==> src/rtl/rx_byte_packer_pkg.sv <==
// rx_byte_packer_pkg: shared state type and constants for the RX byte packer
package rx_byte_packer_pkg;
  typedef enum logic [2:0] {IDLE, PACK, TAIL, DONE, ABORT} rx_pack_state_t;
  localparam int BYTE_LANES = 4;
  localparam logic [6:0] MAX_BYTES = 7'd64;
  localparam logic [5:0] BUF_DEPTH = 6'd63;
endpackage

==> src/rtl/rx_byte_packer_if.sv <==
// rx_byte_packer_if: decoder-side inputs and buffer/controller-side outputs of the packer
interface rx_byte_packer_if;
  logic [7:0] rx_byte;
  logic rx_byte_valid;
  logic rx_packet_start;
  logic rx_packet_end;
  logic rx_error;
  logic [5:0] buffer_occupancy_rx;
  logic [31:0] rx_packet_data;
  logic store_rx_packet_data;
  logic flush;
  logic [6:0] rx_byte_count;
  logic rx_packet_done;
  logic rx_packet_err;
  modport master(
    output rx_byte, rx_byte_valid, rx_packet_start, rx_packet_end, rx_error, buffer_occupancy_rx,
    input rx_packet_data, store_rx_packet_data, flush, rx_byte_count, rx_packet_done, rx_packet_err
  );
  modport slave(
    input rx_byte, rx_byte_valid, rx_packet_start, rx_packet_end, rx_error, buffer_occupancy_rx,
    output rx_packet_data, store_rx_packet_data, flush, rx_byte_count, rx_packet_done, rx_packet_err
  );
endinterface

==> src/rtl/rx_byte_packer_word_assembler.sv <==
// rx_word_assembler: little-endian 4-lane byte insert register with lane counter
module rx_word_assembler
  import rx_byte_packer_pkg::*;
(
  input  logic        clk,
  input  logic        rst,
  input  logic        clear,
  input  logic        wr,
  input  logic [7:0]  data,
  output logic [31:0] word,
  output logic [1:0]  lane,
  output logic        word_ready
);
  logic [31:0] shreg_q, shreg_d, ins;
  logic [1:0] lane_q, lane_d;
  always_comb begin
    ins = shreg_q;
    ins[8*lane_q +: 8] = data;
    word = wr ? ins : shreg_q;
    word_ready = wr && lane_q == 2'(BYTE_LANES - 1);
    shreg_d = (clear || word_ready) ? '0 : word;
    lane_d = clear ? '0 : lane_q + 2'(wr);
  end
  always_ff @(posedge clk) begin
    if (rst) begin
      shreg_q <= '0;
      lane_q <= '0;
    end else begin
      shreg_q <= shreg_d;
      lane_q <= lane_d;
    end
  end
  assign lane = lane_q;
endmodule

==> src/rtl/rx_byte_packer.sv <==
// rx_byte_packer: packs RX payload bytes into 32-bit words for the RX buffer with abort handling
module rx_byte_packer
  import rx_byte_packer_pkg::*;
(
  input logic clk,
  input logic rst,
  rx_byte_packer_if.slave bus
);
  rx_pack_state_t state_q, state_d;
  logic [6:0] count_q, count_d;
  logic [31:0] data_q, data_d, word;
  logic store_q, store_d, clr, wr, word_ready, full, ovf;
  logic [1:0] lane;
  rx_word_assembler u_asm (
    .clk(clk), .rst(rst), .clear(clr), .wr(wr), .data(bus.rx_byte),
    .word(word), .lane(lane), .word_ready(word_ready)
  );
  assign full = bus.buffer_occupancy_rx == BUF_DEPTH;
  assign ovf = bus.rx_byte_valid && count_q == MAX_BYTES;
  always_comb begin
    state_d = state_q;
    count_d = count_q;
    data_d = data_q;
    store_d = 1'b0;
    clr = 1'b0;
    wr = 1'b0;
    case (state_q)
      IDLE: if (bus.rx_packet_start) begin
        state_d = PACK;
        count_d = '0;
        clr = 1'b1;
      end
      PACK: if (bus.rx_error || ovf) begin
        state_d = ABORT;
        clr = 1'b1;
      end else if (bus.rx_packet_start) begin
        count_d = '0;
        clr = 1'b1;
      end else begin
        state_d = bus.rx_packet_end ? TAIL : PACK;
        wr = bus.rx_byte_valid;
        count_d = wr ? count_q + 7'd1 : count_q;
        if (word_ready && full) begin
          state_d = ABORT;
          clr = 1'b1;
        end else if (word_ready) begin
          data_d = word;
          store_d = 1'b1;
        end
      end
      TAIL: if (bus.rx_error || ovf || (lane != 2'd0 && full)) begin
        state_d = ABORT;
        clr = 1'b1;
      end else begin
        state_d = DONE;
        clr = 1'b1;
        store_d = lane != 2'd0;
        data_d = store_d ? word : data_q;
      end
      default: state_d = IDLE;
    endcase
  end
  always_ff @(posedge clk) begin
    if (rst) begin
      state_q <= IDLE;
      count_q <= '0;
      data_q <= '0;
      store_q <= 1'b0;
    end else begin
      state_q <= state_d;
      count_q <= count_d;
      data_q <= data_d;
      store_q <= store_d;
    end
  end
  assign bus.rx_packet_data = data_q;
  assign bus.store_rx_packet_data = store_q;
  assign bus.flush = state_q == ABORT;
  assign bus.rx_packet_err = state_q == ABORT;
  assign bus.rx_packet_done = state_q == DONE;
  assign bus.rx_byte_count = count_q;
endmodule
==> src/flat_wrapper.sv <==
// flat-port wrapper written by rule: the top's interface ports become plain ports
module rx_byte_packer_flat import rx_byte_packer_pkg::*;
  (clk, rst, bus_rx_byte, bus_rx_byte_valid, bus_rx_packet_start, bus_rx_packet_end, bus_rx_error, bus_buffer_occupancy_rx, bus_rx_packet_data, bus_store_rx_packet_data, bus_flush, bus_rx_byte_count, bus_rx_packet_done, bus_rx_packet_err);
  rx_byte_packer_if bus_i ();
  input logic clk;
  input logic rst;
  input wire logic [$bits(bus_i.rx_byte)-1:0] bus_rx_byte;
  input wire logic [$bits(bus_i.rx_byte_valid)-1:0] bus_rx_byte_valid;
  input wire logic [$bits(bus_i.rx_packet_start)-1:0] bus_rx_packet_start;
  input wire logic [$bits(bus_i.rx_packet_end)-1:0] bus_rx_packet_end;
  input wire logic [$bits(bus_i.rx_error)-1:0] bus_rx_error;
  input wire logic [$bits(bus_i.buffer_occupancy_rx)-1:0] bus_buffer_occupancy_rx;
  output wire logic [$bits(bus_i.rx_packet_data)-1:0] bus_rx_packet_data;
  output wire logic [$bits(bus_i.store_rx_packet_data)-1:0] bus_store_rx_packet_data;
  output wire logic [$bits(bus_i.flush)-1:0] bus_flush;
  output wire logic [$bits(bus_i.rx_byte_count)-1:0] bus_rx_byte_count;
  output wire logic [$bits(bus_i.rx_packet_done)-1:0] bus_rx_packet_done;
  output wire logic [$bits(bus_i.rx_packet_err)-1:0] bus_rx_packet_err;
  assign bus_i.rx_byte = bus_rx_byte;
  assign bus_i.rx_byte_valid = bus_rx_byte_valid;
  assign bus_i.rx_packet_start = bus_rx_packet_start;
  assign bus_i.rx_packet_end = bus_rx_packet_end;
  assign bus_i.rx_error = bus_rx_error;
  assign bus_i.buffer_occupancy_rx = bus_buffer_occupancy_rx;
  assign bus_rx_packet_data = bus_i.rx_packet_data;
  assign bus_store_rx_packet_data = bus_i.store_rx_packet_data;
  assign bus_flush = bus_i.flush;
  assign bus_rx_byte_count = bus_i.rx_byte_count;
  assign bus_rx_packet_done = bus_i.rx_packet_done;
  assign bus_rx_packet_err = bus_i.rx_packet_err;
  rx_byte_packer u_core (.clk(clk), .rst(rst), .bus(bus_i));
endmodule
==> config.mk <==
export PLATFORM = sky130hd
export DESIGN_NAME = rx_byte_packer_flat
export DESIGN_NICKNAME = d
export VERILOG_FILES = /design/src/rtl/rx_byte_packer_pkg.sv /design/src/rtl/rx_byte_packer_if.sv /design/src/rtl/rx_byte_packer_word_assembler.sv /design/src/rtl/rx_byte_packer.sv /design/src/flat_wrapper.sv
export SDC_FILE = /design/constraint.sdc
export NUM_CORES = 1
export LEC_CHECK = 0
export CAP_MARGIN = 40
export CORE_UTILIZATION = 45
export CTS_BUF_LIST = sky130_fd_sc_hd__clkbuf_2
export DETAILED_ROUTE_END_ITERATION = 16
export PLACE_DENSITY_LB_ADDON = 0.3
export REMOVE_ABC_BUFFERS = 1
export SLEW_MARGIN = 5
export SYNTH_ARGS = -nofsm -noshare
export SYNTH_HDL_FRONTEND = slang
export SYNTH_SLANG_ARGS = --single-unit
export TNS_END_PERCENT = 10
==> constraint.sdc <==
create_clock -name clk -period 4.8 [get_ports clk]
set_clock_uncertainty 0.05 [all_clocks]
set_input_delay 1.44 -clock clk [delete_from_list [all_inputs] [get_ports clk]]
set_output_delay 1.44 -clock clk [all_outputs]
set_load 0.05 [all_outputs]
## Yosys cells after proc, flatten, opt, wreduce, memory -nomap -nowiden

Cells that the tools add are included.

- Bits in registers: 77
- Bits of input ports: 20
- Output and inout bits: 43
- Logic and storage cells: 78

- Add/subtract/negate cells: 3
- Equality and inequality tests: 16
- Shift operators: 2
- Mux-type cells: 35
- Reductions and logical operators: 16

Operators by type and width:

| operator | count |
|---|---|
| 32-bit two-way mux | 7 |
| 32-bit one-hot mux with 2 select lines | 1 |
| 5-bit negation with 34-bit output | 1 |
| 8-bit by 34-bit variable shift with 32-bit output (first input constant) | 1 |
| 8-bit by 34-bit variable part select with 32-bit output | 1 |
| 32-bit bitwise mux | 1 |
| 7-bit two-way mux | 4 |
| 3-bit two-way mux | 5 |
| 7-bit one-hot mux with 2 select lines | 1 |
| 1-bit two-way mux | 12 |
| 2-bit inequality test (second input constant) | 5 |
| 3-bit one-hot mux with 3 select lines | 1 |
| 7-bit by 1-bit adder with 7-bit output (second input constant) | 1 |
| 7-bit equality test (second input constant) | 1 |
| 7-bit AND reduction | 1 |
| 3-bit by 2-bit equality test with 1-bit output (second input constant) | 2 |
| 6-bit equality test (second input constant) | 1 |
| 2-bit nonzero test | 3 |
| 1-bit logical AND | 4 |
| 2-bit by 1-bit inequality test with 1-bit output (second input constant) | 2 |
| 4-bit AND reduction | 1 |
| 2-bit OR reduction | 2 |
| 3-bit by 1-bit equality test with 1-bit output (second input constant) | 1 |
| 3-bit equality test (second input constant) | 1 |
| 10 further kinds | 12 |

## Depth between registers and ports, before layout

Gate-level depths: netlist of the first run.

- Depth after elaboration: 13
- Gate-level depth with buffers: 10
- Mapped depth without buffers: 8

## By module

From an unflattened synthesis of the first run, not the netlist that was laid out.

- Cells, all modules: 379
- Area total of the unflattened synthesis: 3477.1 µm²

Modules (own cells, without submodules):

| module | times used | cells each | area an instance (µm²) | seq. area each (µm²) |
|---|---|---|---|---|
| rx_byte_packer | 1 | 208 | 1906.8 | 860.8 |
| rx_word_assembler | 1 | 171 | 1570.3 | 680.7 |

## Least setup slack after synthesis of the first run

Ideal clock, no wire load.

- Kind: register to output
- Start point: register u_core.state_q[0]
- End point: output bus_rx_packet_err
- Arrival: 2215 ps
- Data required time: 3310 ps
- Setup slack: 1095 ps
- Cell stages (with the launch flop): 5
- Path buffers: 3
- Cell sequence: dfxtp_1 -> buf_2 -> clkbuf_1 -> nor3b_1 -> buf_4

- Cells in the longest elaborated chain, start to end: 1

Ends and longest elaborated chain:

| item | line | source |
|---|---|---|
| from (decl) | rx_byte_packer.sv:9 | `rx_pack_state_t state_q, state_d;` |
| from (signal assigned) | rx_byte_packer.sv:70 | `state_q <= state_d;` |
| 3-bit equality test | n/a |  |
| to (decl) | flat_wrapper.sv:18 | `output wire logic [$bits(bus_i.rx_packet_err)-1:0] bus_rx_packet_err;` |

No other way between the ends.

## Worst setup path after layout of the first run

- Start point: register u_core.state_q[0]
- End point: output bus_rx_packet_done

- Cells in the longest elaborated chain, start to end: 1

Ends and longest elaborated chain:

| item | line | source |
|---|---|---|
| 3-bit by 2-bit equality test with 1-bit output | rx_byte_packer.sv:80 | `assign bus.rx_packet_done = state_q == DONE;` |
| to (decl) | flat_wrapper.sv:17 | `output wire logic [$bits(bus_i.rx_packet_done)-1:0] bus_rx_packet_done;` |

No other way between the ends.

==> results of run 1 <==
[state kept, by name, summed over array words and instances, names as in the netlist]
name and flops:
u_core.u_asm.shreg_q 32, u_core.bus.rx_packet_data 32, u_core.bus.rx_byte_count 7, u_core.u_asm.lane 2, u_core.bus.store_rx_packet_data 1, u_core.state_q 3
[critical path: cells and delay by family (launching register included)]
| family | cells | cell delay [ps] |
|---|---|---|
| buffers and inverters | 2 | 940 |
| and+or+nand+nor | 1 | 130 |
| DFF | 1 | 730 |
[worst paths after layout]
check / slack (ps) / end / cells past startpoint / startpoint
max: 1020 / bus_rx_packet_done / 3 / u_core.state_q[0]
min: 390 / u_core.u_asm.shreg_q[24] / 2 / u_core.u_asm.shreg_q[24]
max reg2reg: 2030 / u_core.bus.rx_packet_data[17] / 6 / u_core.state_q[0]
min reg2reg: 390 / u_core.u_asm.shreg_q[24] / 2 / u_core.u_asm.shreg_q[24]
[kinds of logic (layout without fill, tap and decap cells)]
group	Yosys count	count (layout)	synth area share [%]
buf+inv	43	100	5.80
simple gates	121	121	19.2
compound gates	108	108	20.5
flops	77	77	44.9
mux	17	17	4.96
xor+xnor	7	7	1.79
fa+ha+maj	8	8	2.92
[layer usage]
metal / wire length, um / GRT usage (%) / vias to the layer above
met3: 331 / 3.42 / 7
met1: 3860 / 28.7 / 1391
met2: 3990 / 37.5 / 62
met5: 0 / 0 / -
li1: - / - / 1455
met4: 78 / 7.79 / 0
[power by group through the flow]
stage	registers (mW)	clock network, mW	logic [mW]
after floorplan	0.786	0	0.139
after global placement	0.709	0	0.345
after detailed placement	0.709	0	0.351
after CTS	0.697	0.408	0.352
after global routing	0.702	0.437	0.377
final	0.697	0.404	0.350
[stage by stage]
stage                     cell area (um2)  instances  util (%)  setup WS, ps
after CTS                            4230        537      57.8          1000
after global routing                 4230        537      57.8           915
after floorplan                      3290        353         -           632
final                                4230        537      57.8          1020
after global placement               4090        521      55.8          1120
after detailed placement             4090        521      55.8          1010
[placed cells by master (no fill, tap or decap), types with 10 or more instances in the layout]
master	netlist	final
clkdlybuf4s50_1	0	62
a21oi_1	39	37
dfxtp_1	77	77
a211oi_1	33	33
inv_1	15	15
nor2_1	45	45
mux2i_1	17	17
clkbuf_2	0	11
a31oi_1	10	10
and2_1	26	26
[layout make-up]
class / instances / area share [%]
Clock buffer: 11 / 1.30
Clock inverter: 5 / 2.01
Inverter: 15 / 1.33
Multi-Input combinational cell: 261 / 40.1
Sequential cell: 77 / 36.4
Tap cell: 99 / 2.93
Timing Repair Buffer: 69 / 15.9
==> impl_results.md, run 1 <==
* DR vias at 2,915
* Antenna-violating nets left at 0
* Post-Synthesis Cell Area at 3430 um2
* Post-CTS Resized at 0
* Seq/Total Area, Yosys at 44.9%
* Peak supply drop at 0.164 mV
* Count leader, synth: dfxtp_1
* Actual slew at the worst max-slew pin at 941 ps
* GRT Util Overall at 22.2%
* FMAX at 265 MHz
* Hold Crit Class: reg2reg
* Setup TNS at 0 ps
* Final WL at 8260 um
* Vias per Instance at 5.43
* Post-synth top area share at 44.9%
* Filler Cells Inserted at 666
* Initial antenna violation count at 0
* CP max-delay cell: clkdlybuf4s50_1
* Port bufs at 62
* Crit Path Category: reg2out
* Core ar. at 7330 um2
* Global-route wire length before repair at 13,500 um
* Worst path required time at 3310 ps
* Initial core utilization at 46.8%
* Total net switching power at 0.482 mW
* DRC viols at 0
* Cts bufs inserted at 9
* Crit Path Max Fanout at 18
* Synth warn at 0
* Final period util at 78.7%
* DPL Wire Length at 5570 um
* Die area at 7980 um2
* Worst path arrival time at 2290 ps
* Max-slew headroom at 37.2%
* Chip width at 89.3 um
* Multi-input gate area at 1700 um2
* CP endpoint kind: output port
* Postcts setup bufs at 0
* Synth cell types at 41
* Post-synth EDFFs at 0
* Initial DRT Pass Iterations at 4
* Routed WL per cell at 15.4 um
* # diodes at 0
* I/O pin cnt at 63
* H-tree lvl count at 3
* Switch share at 33.2%
* Critical Path, Cell by Cell: inv_1 > nor2_1 > clkdlybuf4s50_1
* Total power draw at 1.45 mW
* Syn Area/Cell at 9.01 um2
* Initial drt markers at 212
* Clk pwr share at 27.9%
* Synth cell count leaders: dfxtp_1 (77), nor2_1 (45), a21oi_1 (39)
* Final min period at 3780 ps
* Setup violations, final at 0
* Largest net degree at the start of global routing at 34
* Seq pwr share at 48.0%
* Combinational power share at 24.1%
* FF+latch count, synth at 77
* Yosys top cell by area: dfxtp_1
* PD cells at 343 nW/um2
* Unrepaired setup endpoints after global routing: false
* Minimum hold slack at 395 ps
* Clock buffer depth at 2
* Clk sink count at 77
* Rows at 31
* Int Pwr at 0.969 mW
* Worst Setup Start Kind: register
* Leakage power at 1.55 nW
* Number of global-route vias before repair at 2,819
* Syn-to-layout area delta at 23.4%
* Share of cells above drive strength 1 at 6.62%
* Async S/R FF share, synth at 0%
* Fin nets at 461
* Die Height at 89.3 um
* Final Max Tran Viols at 0
* Area contributors post-synth: dfxtp_1 (45%), a211oi_1 (7.2%), a21oi_1 (5.7%)
* CTS tree: yes
* Syn Inst Count at 381
* Sequential Area at 1540 um2
* Clk slew on worst S/H paths at 200 ps
* Max Cap Violations at 0
* Ys flop type: dfxtp_1
* CTS Hold Bufs at 0
* Clk Latency, worst-skew pair at 490 ps
* Final hold viol count at 0
* Routability cong. at 0.826
* Remaining Overflow, GRT at 0
* Clk root buf: clkbuf_2
* Worst stage delay on the critical path at 810 ps
* Status: finished clean
Power figures use the tool's default switching activity.
==> run 2, diff against run 1 <==
==> constraint.sdc (replaced) <==
create_clock -name clk -period 3.3 [get_ports clk]
set_clock_uncertainty 0.05 [all_clocks]
set_input_delay 0.99 -clock clk [delete_from_list [all_inputs] [get_ports clk]]
set_output_delay 0.99 -clock clk [all_outputs]
set_load 0.05 [all_outputs]
==> run 2 against run 1 <==
Against the previous run: final area rose by 0.35%; utilization is 0.20 points higher; hold slack worse by 2.4 ps; cell count grew 1.3%; largest cell class unchanged.
==> impl_results.md, run 2 (synthesis gave the netlist of run 1 again) <==
* Status: finished clean
* Syn-to-layout area delta at 23.8%
* Clk slew on worst S/H paths at 190 ps (about the same)
* I/O pin cnt at 63 (unchanged)
* Peak supply drop at 0.196 mV (+19%)
* Unrepaired setup endpoints after global routing: false
* Hold Crit Class: reg2reg
* Worst path bufs/invs at 1 (-1)
* Most common cell after layout, fill and taps aside: dfxtp_1
* Final WL at 8200 um (-0.76%)
* Worst stage delay on the critical path at 860 ps (+50 ps)
* Worst Setup Start Kind: register
* Clk Latency, worst-skew pair at 500 ps (about the same)
* Final Util at 58.0% (+0.20 points)
* Final Cell Area at 4250 um2 (+0.35%)
* Most frequent cells in the layout: dfxtp_1 (77), clkdlybuf4s50_1 (59), nor2_1 (45)
* Crit Path Max Fanout at 7 (-11)
* Critical Path, Cell by Cell: clkdlybuf4s50_1
* DPL Wire Length at 5500 um (-1.2%)
* Max-slew headroom at 47.6% (+10 points)
* Cell family with most CP delay: buffers and inverters
* Leakage power at 1.62 nW (+4.9%)
* Worst path required time at 2260 ps (-1050 ps)
* H-tree lvl count at 3 (unchanged)
* Setup TNS at 0 ps (unchanged)
* Final hold viol count at 0 (unchanged)
* Worst slack at placement at 90.8 ps (-923 ps)
* Initial core utilization at 46.8% (unchanged)
* CP max-delay cell: clkdlybuf4s50_1
* Routed WL per cell at 15.1 um (-2.0%)
* Remaining Overflow, GRT at 0 (unchanged)
* Postcts setup bufs at 0 (unchanged)
* Crit Path Category: reg2out
* Final min period at 2900 ps
* Placed Instance Area at 4160 um2 (+1.6%)
* CP endpoint kind: output port
* Actual slew at the worst max-slew pin at 784 ps (-156 ps)
* Worst Setup Slack, final at 402 ps (-619 ps)
* CTS tree: yes
* Antenna-violating nets left at 0 (unchanged)
* DRC viols at 0 (unchanged)
* Global-route wire length before repair at 13,000 um (-4.0%)
* GRT Util Overall at 21.7% (-0.48 points)
* PD cells at 459 nW/um2 (+34%)
* Initial antenna violation count at 0 (unchanged)
* Setup violations, final at 0 (unchanged)
* CTS Hold Bufs at 0 (unchanged)
* FMAX at 345 MHz
* Die area at 7980 um2 (unchanged)
* Port bufs at 62 (unchanged)
* Vias per Instance at 5.34 (-1.7%)
* Clk sink count at 77 (unchanged)
* Core ar. at 7330 um2 (unchanged)
* Clk root buf: clkbuf_2
* Fin nets at 468 (+1.5%)
* Placed Cells at 528 (+1.3%)
* Largest net degree at the start of global routing at 33 (-2.9%)
* Initial drt markers at 150 (-29%)
* DR vias at 2,904 (-0.38%)
* Die Height at 89.3 um (unchanged)
* # diodes at 0 (unchanged)
* Routability cong. at 0.856 (+3.5%)
* Max Cap Violations at 0 (unchanged)
* Rows at 31 (unchanged)
* Share of cells above drive strength 1 at 7.87% (+1.2 points)
* Number of global-route vias before repair at 2,619 (-7.1%)
* Fin cells at 544 (+1.3%)
* Final period util at 87.8%
* Clock buffer depth at 2 (unchanged)
* Chip width at 89.3 um (unchanged)
* Total power draw at 1.95 mW (+34%)
* Final Max Tran Viols at 0 (unchanged)
* Minimum hold slack at 392 ps (-2.42 ps)
* Worst path arrival time at 1860 ps (-430 ps)
* Cts bufs inserted at 9 (unchanged)
* Initial DRT Pass Iterations at 4 (unchanged)
[run 2: per-layer routing]
layer	wire (um)	track usage [%]	vias up	share of wire, %
met4	110	7.79	0	1.3
met1	3800	30.0	1350	46
met3	396	4.06	9	4.8
li1	-	-	1474	-
met5	0	0	-	0
met2	3890	33.8	71	47
[run 2: final timing paths]
check | to | start | slack (ps) | depth (start not counted)
worst max-delay path | bus_rx_byte_count[2] | u_core.bus.rx_byte_count[2] | 400 | 1
worst min-delay path | u_core.u_asm.shreg_q[25] | u_core.u_asm.shreg_q[25] | 390 | 2
worst max register to register | u_core.bus.rx_packet_data[21] | u_core.state_q[0] | 700 | 7
worst min register to register | u_core.u_asm.shreg_q[25] | u_core.u_asm.shreg_q[25] | 390 | 2
[run 2: cell type report]
type	count	area, um2
clock inverters	5	27.5
fillers	672	3080
well taps	99	124
multi-input cells	261	1700
inverters	15	56.3
flip-flops and latches	77	1540
repair buffers	76	746
clock buffers	11	55.1
[run 2: timing repair]
item / 4_1_cts / 5_1_grt
gates resized for setup: 0 / 3
endpoints found under the setup margin: 0 / 3
hold endpoints to repair: 0 / 0
[run 2: power breakdown]
part	switching, mW	internal, mW
clock	0.312	0.101
sequential	0.0353	0.972
combinational	0.340	0.191
==> run 3, diff against run 2 <==
--- a/config.mk
+++ b/config.mk
@@ -8,6 +8,7 @@
 export CAP_MARGIN = 40
 export CORE_UTILIZATION = 45
 export CTS_BUF_LIST = sky130_fd_sc_hd__clkbuf_2
+export CTS_CLUSTER_SIZE = 30
 export DETAILED_ROUTE_END_ITERATION = 16
 export PLACE_DENSITY_LB_ADDON = 0.3
 export REMOVE_ABC_BUFFERS = 1
==> results of run 3 <==
Final layout, timing and power as in run 2 (identical DEF).
